`config.mk`:
```
export PLATFORM = sky130hd
export DESIGN_NAME = uart_pattern_gen
export DESIGN_NICKNAME = d
export VERILOG_FILES = /design/src/rtl/uart_patgen_pkg.sv /design/src/rtl/uart_patgen_next.sv /design/src/rtl/uart_pattern_gen.sv
export SDC_FILE = /design/constraint.sdc
export NUM_CORES = 1
export LEC_CHECK = 0
export ABC_AREA = 0
export CAP_MARGIN = 20
export CORE_MARGIN = 4
export CORE_UTILIZATION = 41
export DETAILED_ROUTE_END_ITERATION = 10
export SLEW_MARGIN = 10
export SYNTH_ARGS = -nofsm -noshare
export SYNTH_HDL_FRONTEND = slang
export SYNTH_SLANG_ARGS = --single-unit
```
`constraint.sdc`:
```
create_clock -name clk -period 4.2 [get_ports clk]
set_input_delay 0.84 -clock clk [delete_from_list [all_inputs] [get_ports clk]]
set_output_delay 0.84 -clock clk [all_outputs]
set_load 0.03 [all_outputs]
```
`src/rtl/uart_patgen_pkg.sv`:
```
// Shared types and constants for the UART test-pattern generator.
// UART_PATGEN_LFSR_EN (optional) enables the LFSR pattern; its masks live here.
package uart_patgen_pkg;

    typedef enum logic [1:0] {
        PAT_INC   = 2'd0,
        PAT_WALK  = 2'd1,
        PAT_LFSR  = 2'd2,
        PAT_CONST = 2'd3
    } pat_mode_t;

    typedef enum logic [1:0] {
        ST_IDLE  = 2'd0,
        ST_WAIT  = 2'd1,
        ST_ISSUE = 2'd2
    } state_t;

    // Galois right-shift taps, one per supported word width.
    localparam logic [31:0] LFSR_MASK_8  = 32'h0000_00B8;
    localparam logic [31:0] LFSR_MASK_16 = 32'h0000_B400;
    localparam logic [31:0] LFSR_MASK_32 = 32'h8020_0003;

    function automatic logic [31:0] lfsr_mask(input int width);
        case (width)
            16:      lfsr_mask = LFSR_MASK_16;
            32:      lfsr_mask = LFSR_MASK_32;
            default: lfsr_mask = LFSR_MASK_8;
        endcase
    endfunction

endpackage

```
`src/rtl/uart_patgen_next.sv`:
```
// Combinational next-word function of (mode, current word).
// The LFSR branch exists only when UART_PATGEN_LFSR_EN is defined; otherwise mode 2 acts as INC.
module uart_patgen_next
    import uart_patgen_pkg::*;
#(
    parameter int DATA_W = 8
) (
    input  pat_mode_t          mode,
    input  logic [DATA_W-1:0]  cur,
    output logic [DATA_W-1:0]  nxt
);

`ifdef UART_PATGEN_LFSR_EN
    localparam logic [DATA_W-1:0] MASK = DATA_W'(lfsr_mask(DATA_W));
`endif

    always_comb begin
        nxt = cur + DATA_W'(1);
        case (mode)
            PAT_WALK:  nxt = {cur[DATA_W-2:0], cur[DATA_W-1]};
            PAT_CONST: nxt = cur;
`ifdef UART_PATGEN_LFSR_EN
            PAT_LFSR:  nxt = cur[0] ? ((cur >> 1) ^ MASK) : (cur >> 1);
`endif
            default:   nxt = cur + DATA_W'(1);
        endcase
    end

endmodule

```
`src/rtl/uart_pattern_gen.sv`:
```
// Test-pattern source for the UART transmit path: one word per programmed interval with a wrsig strobe.
// UART_PATGEN_LFSR_EN (optional) builds the LFSR mode; when undefined, mode 2 behaves as INC.
module uart_pattern_gen
    import uart_patgen_pkg::*;
#(
    parameter int DATA_W   = 8,
    parameter int PERIOD_W = 16,
    parameter int BURST_W  = 16
) (
    input  logic                clk,
    input  logic                rst_n,
    input  logic                start,
    input  logic                en,
    input  logic [1:0]          mode,
    input  logic [DATA_W-1:0]   seed,
    input  logic [PERIOD_W-1:0] period,
    input  logic [BURST_W-1:0]  burst_len,
    input  logic                tx_busy,
    output logic [DATA_W-1:0]   dataout,
    output logic                wrsig,
    output logic                active,
    output logic                done,
    output logic [BURST_W-1:0]  sent_cnt
);

    state_t              state;
    pat_mode_t           mode_q;
    pat_mode_t           mode_in;
    logic [PERIOD_W-1:0] period_q;
    logic [PERIOD_W-1:0] cnt;
    logic [BURST_W-1:0]  burst_q;
    logic [BURST_W-1:0]  sent_nxt;
    logic [DATA_W-1:0]   next_q;
    logic [DATA_W-1:0]   next_adv;
    logic [DATA_W-1:0]   init_word;
    logic                burst_end;

    assign mode_in   = pat_mode_t'(mode);
    assign sent_nxt  = sent_cnt + BURST_W'(1);
    assign burst_end = (burst_q != '0) && (sent_nxt == burst_q);

    // First word of a run: WALK always starts at 1, LFSR cannot start from the all-zero lock-up state.
    always_comb begin
        init_word = seed;
        if (mode_in == PAT_WALK) begin
            init_word = DATA_W'(1);
        end
`ifdef UART_PATGEN_LFSR_EN
        if (mode_in == PAT_LFSR && seed == '0) begin
            init_word = '1;
        end
`endif
    end

    uart_patgen_next #(
        .DATA_W (DATA_W)
    ) u_next (
        .mode (mode_q),
        .cur  (next_q),
        .nxt  (next_adv)
    );

    always_ff @(posedge clk or negedge rst_n) begin
        if (!rst_n) begin
            state    <= ST_IDLE;
            mode_q   <= PAT_INC;
            period_q <= '0;
            burst_q  <= '0;
            cnt      <= '0;
            next_q   <= '0;
            dataout  <= '0;
            wrsig    <= 1'b0;
            active   <= 1'b0;
            done     <= 1'b0;
            sent_cnt <= '0;
        end else begin
            wrsig <= 1'b0;
            done  <= 1'b0;
            if (state != ST_IDLE && !en) begin
                // Abort: no strobe, no done, dataout and sent_cnt hold.
                state  <= ST_IDLE;
                active <= 1'b0;
            end else begin
                case (state)
                    ST_IDLE: begin
                        if (start && en) begin
                            mode_q   <= mode_in;
                            period_q <= period;
                            burst_q  <= burst_len;
                            next_q   <= init_word;
                            cnt      <= '0;
                            sent_cnt <= '0;
                            active   <= 1'b1;
                            state    <= ST_WAIT;
                        end
                    end
                    ST_WAIT: begin
                        if (cnt != period_q) begin
                            cnt <= cnt + PERIOD_W'(1);
                        end else if (!tx_busy) begin
                            dataout  <= next_q;
                            wrsig    <= 1'b1;
                            sent_cnt <= sent_nxt;
                            next_q   <= next_adv;
                            done     <= burst_end;
                            state    <= ST_ISSUE;
                        end
                    end
                    ST_ISSUE: begin
                        if ((burst_q != '0) && (sent_cnt == burst_q)) begin
                            state  <= ST_IDLE;
                            active <= 1'b0;
                        end else begin
                            cnt   <= '0;
                            state <= ST_WAIT;
                        end
                    end
                    default: begin
                        state  <= ST_IDLE;
                        active <= 1'b0;
                    end
                endcase
            end
        end
    end

endmodule

```
==> metrics <==
gpl congestion=0.866; num ports=74; post-synth cell types=60; class of the worst hold path=flop to flop; post-synth top area cell=dfrtp_1; worst setup margin=1.46 ns; CTS tree=built; top cells by area, synth=dfrtp_1, nand2_1, xnor2_1, a21oi_1, xor2_1; maxcap violations=0; Clock Tree Buf Depth=2; clock-pin slew on the worst setup and hold paths=0.06 ns; RSZ-0062 raised after global routing=false; Flop pwr share=46.9%; Post-synth EDFFs=0; cts hold-fix bufs=0; Yosys reg bits=87; Power Density=388 mW/mm^2; final global-route overflow total=0; headroom to the max-slew limit=37.6%; Cell Chain, Critical Path=clkdlybuf4s50_1 > inv_1 > or3_1 > buf_4 > a21o_1 > and2_1 > a22o_1; CP delay by family, top=buffers and inverters; CTS Sinks=87; die width=118 um; chip height=118 um; CP peak stage delay=0.58 ns; Multi-input gate area=0.00257 mm^2; Clock Skew=0.00490 ns; commonest non-fill, non-tap cells in the layout=nand2_1, dfrtp_1, clkdlybuf4s50_1, a21oi_1; initial antenna violation count=0; CP Buf/Inv Count=3; gr usage total=18.2%; Comb pwr share=21.8%; area share of the largest cell type after synthesis=44.0%; clock network fraction of total power=31.3%; TNS Setup=0 ns; Syn Inst Count=575; post-cts sizing count=0; clock latency at the later pin of the worst-skew pair=0.34 ns; dpl cell area=0.00575 mm^2; Critical Path Sink Type=flop; proportion of layout cells with a drive suffix above 1=6.45%; DP HPWL=8.85 mm; vias in the first global route=4190; Reg area=0.00218 mm^2; final worst-path cycle share=65.2%; outcome=complete, no violations; Crit path arrival time=2.96 ns; Fin Hold WS=0.496 ns; CTS Root Cell=clkbuf_16; IO buf count=73; total of warnings raised by yosys=0; pre-CTS setup slack=1.12 ns; switching share of power=31.5%; Switch Pwr=0.738 mW; syn_nets=625; largest fanout on the critical path=21; Post-CTS Setup Bufs=0; WL per Instance=15.7 um; final number of setup-violating endpoints=0; Layout Nets=682; initial core utilization=42.6%; Max Fclk=365 MHz; Final min period=2.74 ns; maximum vdd drop=0.000182 V; largest net degree at the start of global routing=73; Synth Flop Type=dfrtp_1; area growth from synthesis to layout=21.9%; vias per cell=5.49; internal power=1.60 mW; worst slew pin tran=0.936 ns; CTS buffer count=9; area of the die=0.0139 mm^2; initial drt markers=275; site row count=39; 1st-pass router iterations=4; Mapped Avg Cell Area=8.61 um^2; DRC=0; crit path kind=input port to flop; CP Data Required Time=4.42 ns; Routed WL=12.2 mm; max-slew violations=0; async set-reset flop share out of synthesis=100%; commonest non-fill, non-tap cell in the layout=nand2_1; via count=4279; Slowest-stage cell, CP=clkdlybuf4s50_1; Final Cell Area=0.00603 mm^2; first-pass GRT wire length=20.8 mm; static leakage=2.53 nW; Seq/Total Area, Yosys=44.0%; core box area=0.0116 mm^2; ANT cells=0; Post-Synthesis Cell Area=0.00495 mm^2; CP startpoint kind=input port; fill cell count=1131; antenna-violating nets left=0; final-report hold violation count=0; depth of the CTS H-tree=3
==> cell type report <==
| cell class | count | area share (%) |
|---|---|---|
| timing repair buffer | 83 | 13.4 |
| clock buffer | 12 | 4.09 |
| multi-input combinational | 443 | 42.6 |
| sequential | 87 | 36.1 |
| tap | 143 | 2.97 |
| inverter | 8 | 0.498 |
| clock inverter | 3 | 0.332 |
==> state kept, by name, summed over array words and instances (netlist names) <==
register  count
active        1
burst_q      16
cnt          16
dataout       8
done          1
mode_q        2
next_q        8
period_q     16
sent_cnt     16
state         2
wrsig         1
==> cells in the mapped netlist, types with 3 or more instances <==
cell        n
nand2_1   145
dfrtp_1    87
a21oi_1    36
nor2_1     31
xnor2_1    31
clkbuf_1   22
o21ai_0    20
nand3_1    18
xor2_1     16
nand4_1    14
o31ai_1    12
o22a_1     11
buf_2       9
nor3_1      9
nor4_1      9
or3_1       9
or4_1       9
inv_1       8
mux2_2      8
a31oi_1     7
buf_4       5
nor2b_1     5
and3_1      4
ha_1        3
nor3b_1     3
o211ai_1    3
==> stage by stage <==
step | power [mW] | cells | util, %
floorplan | 1.45 | 575 | -
global placement | 1.61 | 763 | 49.5
detailed placement | 1.62 | 763 | 49.5
CTS | 2.37 | 778 | 51.8
global route | 2.49 | 779 | 51.9
finish | 2.34 | 779 | 51.9
==> cells by family after synthesis <==
| group | after synthesis | synth area share [%] |
|---|---|---|
| and+or+nand+nor | 274 | 26.2 |
| AOI/OAI and AO/OA | 110 | 14.5 |
| DFF | 87 | 44.0 |
| xor gates and xnor gates | 47 | 8.32 |
| buffers and inverters | 45 | 4.17 |
| muxes | 9 | 2.02 |
| adders and majority gates | 3 | 0.759 |
==> final timing paths <==
kind                                     startpoint                  endpoint  slack [ns]  cells past startpoint
min                        period_q[11]$_DFFE_PN0P_  period_q[11]$_DFFE_PN0P_        0.50                      2
max in group asynchronous                     rst_n   sent_cnt[0]$_DFFE_PN0P_        2.79                      2
max reg2reg                 sent_cnt[0]$_DFFE_PN0P_            done$_DFF_PN0_        1.62                      6
min reg2reg                period_q[11]$_DFFE_PN0P_  period_q[11]$_DFFE_PN0P_        0.50                      2
max                                              en        cnt[1]$_DFFE_PN0P_        1.46                      7
min in group asynchronous                     rst_n   sent_cnt[6]$_DFFE_PN0P_        0.62                      1
==> power groups by stage <==
| stage | combinational, mW | sequential, mW | clock [mW] |
|---|---|---|---|
| 3_5_place_dp | 0.511 | 1.11 | 0 |
| 4_1_cts | 0.516 | 1.10 | 0.756 |
| 3_3_place_gp | 0.502 | 1.11 | 0 |
| 5_1_grt | 0.585 | 1.12 | 0.787 |
| 6_report | 0.511 | 1.10 | 0.732 |
| 2_1_floorplan | 0.394 | 1.05 | 0 |
==> worst min-delay path, cell delays in order, from the launching register on <==
cell and delay, ns:
dfrtp_1 0.36, nand2_1 0.05, nand2_1 0.05
==> routing by layer <==
metal  GRT usage, %  share of wire (%)  vias up
met1           25.7                 50     2044
li1               -                  -     2119
met5              0                  0        -
met3           2.98                3.7       14
met4           6.37                1.6        0
met2           28.2                 45      102
Note: power is estimated with default switching activity, not from simulation.
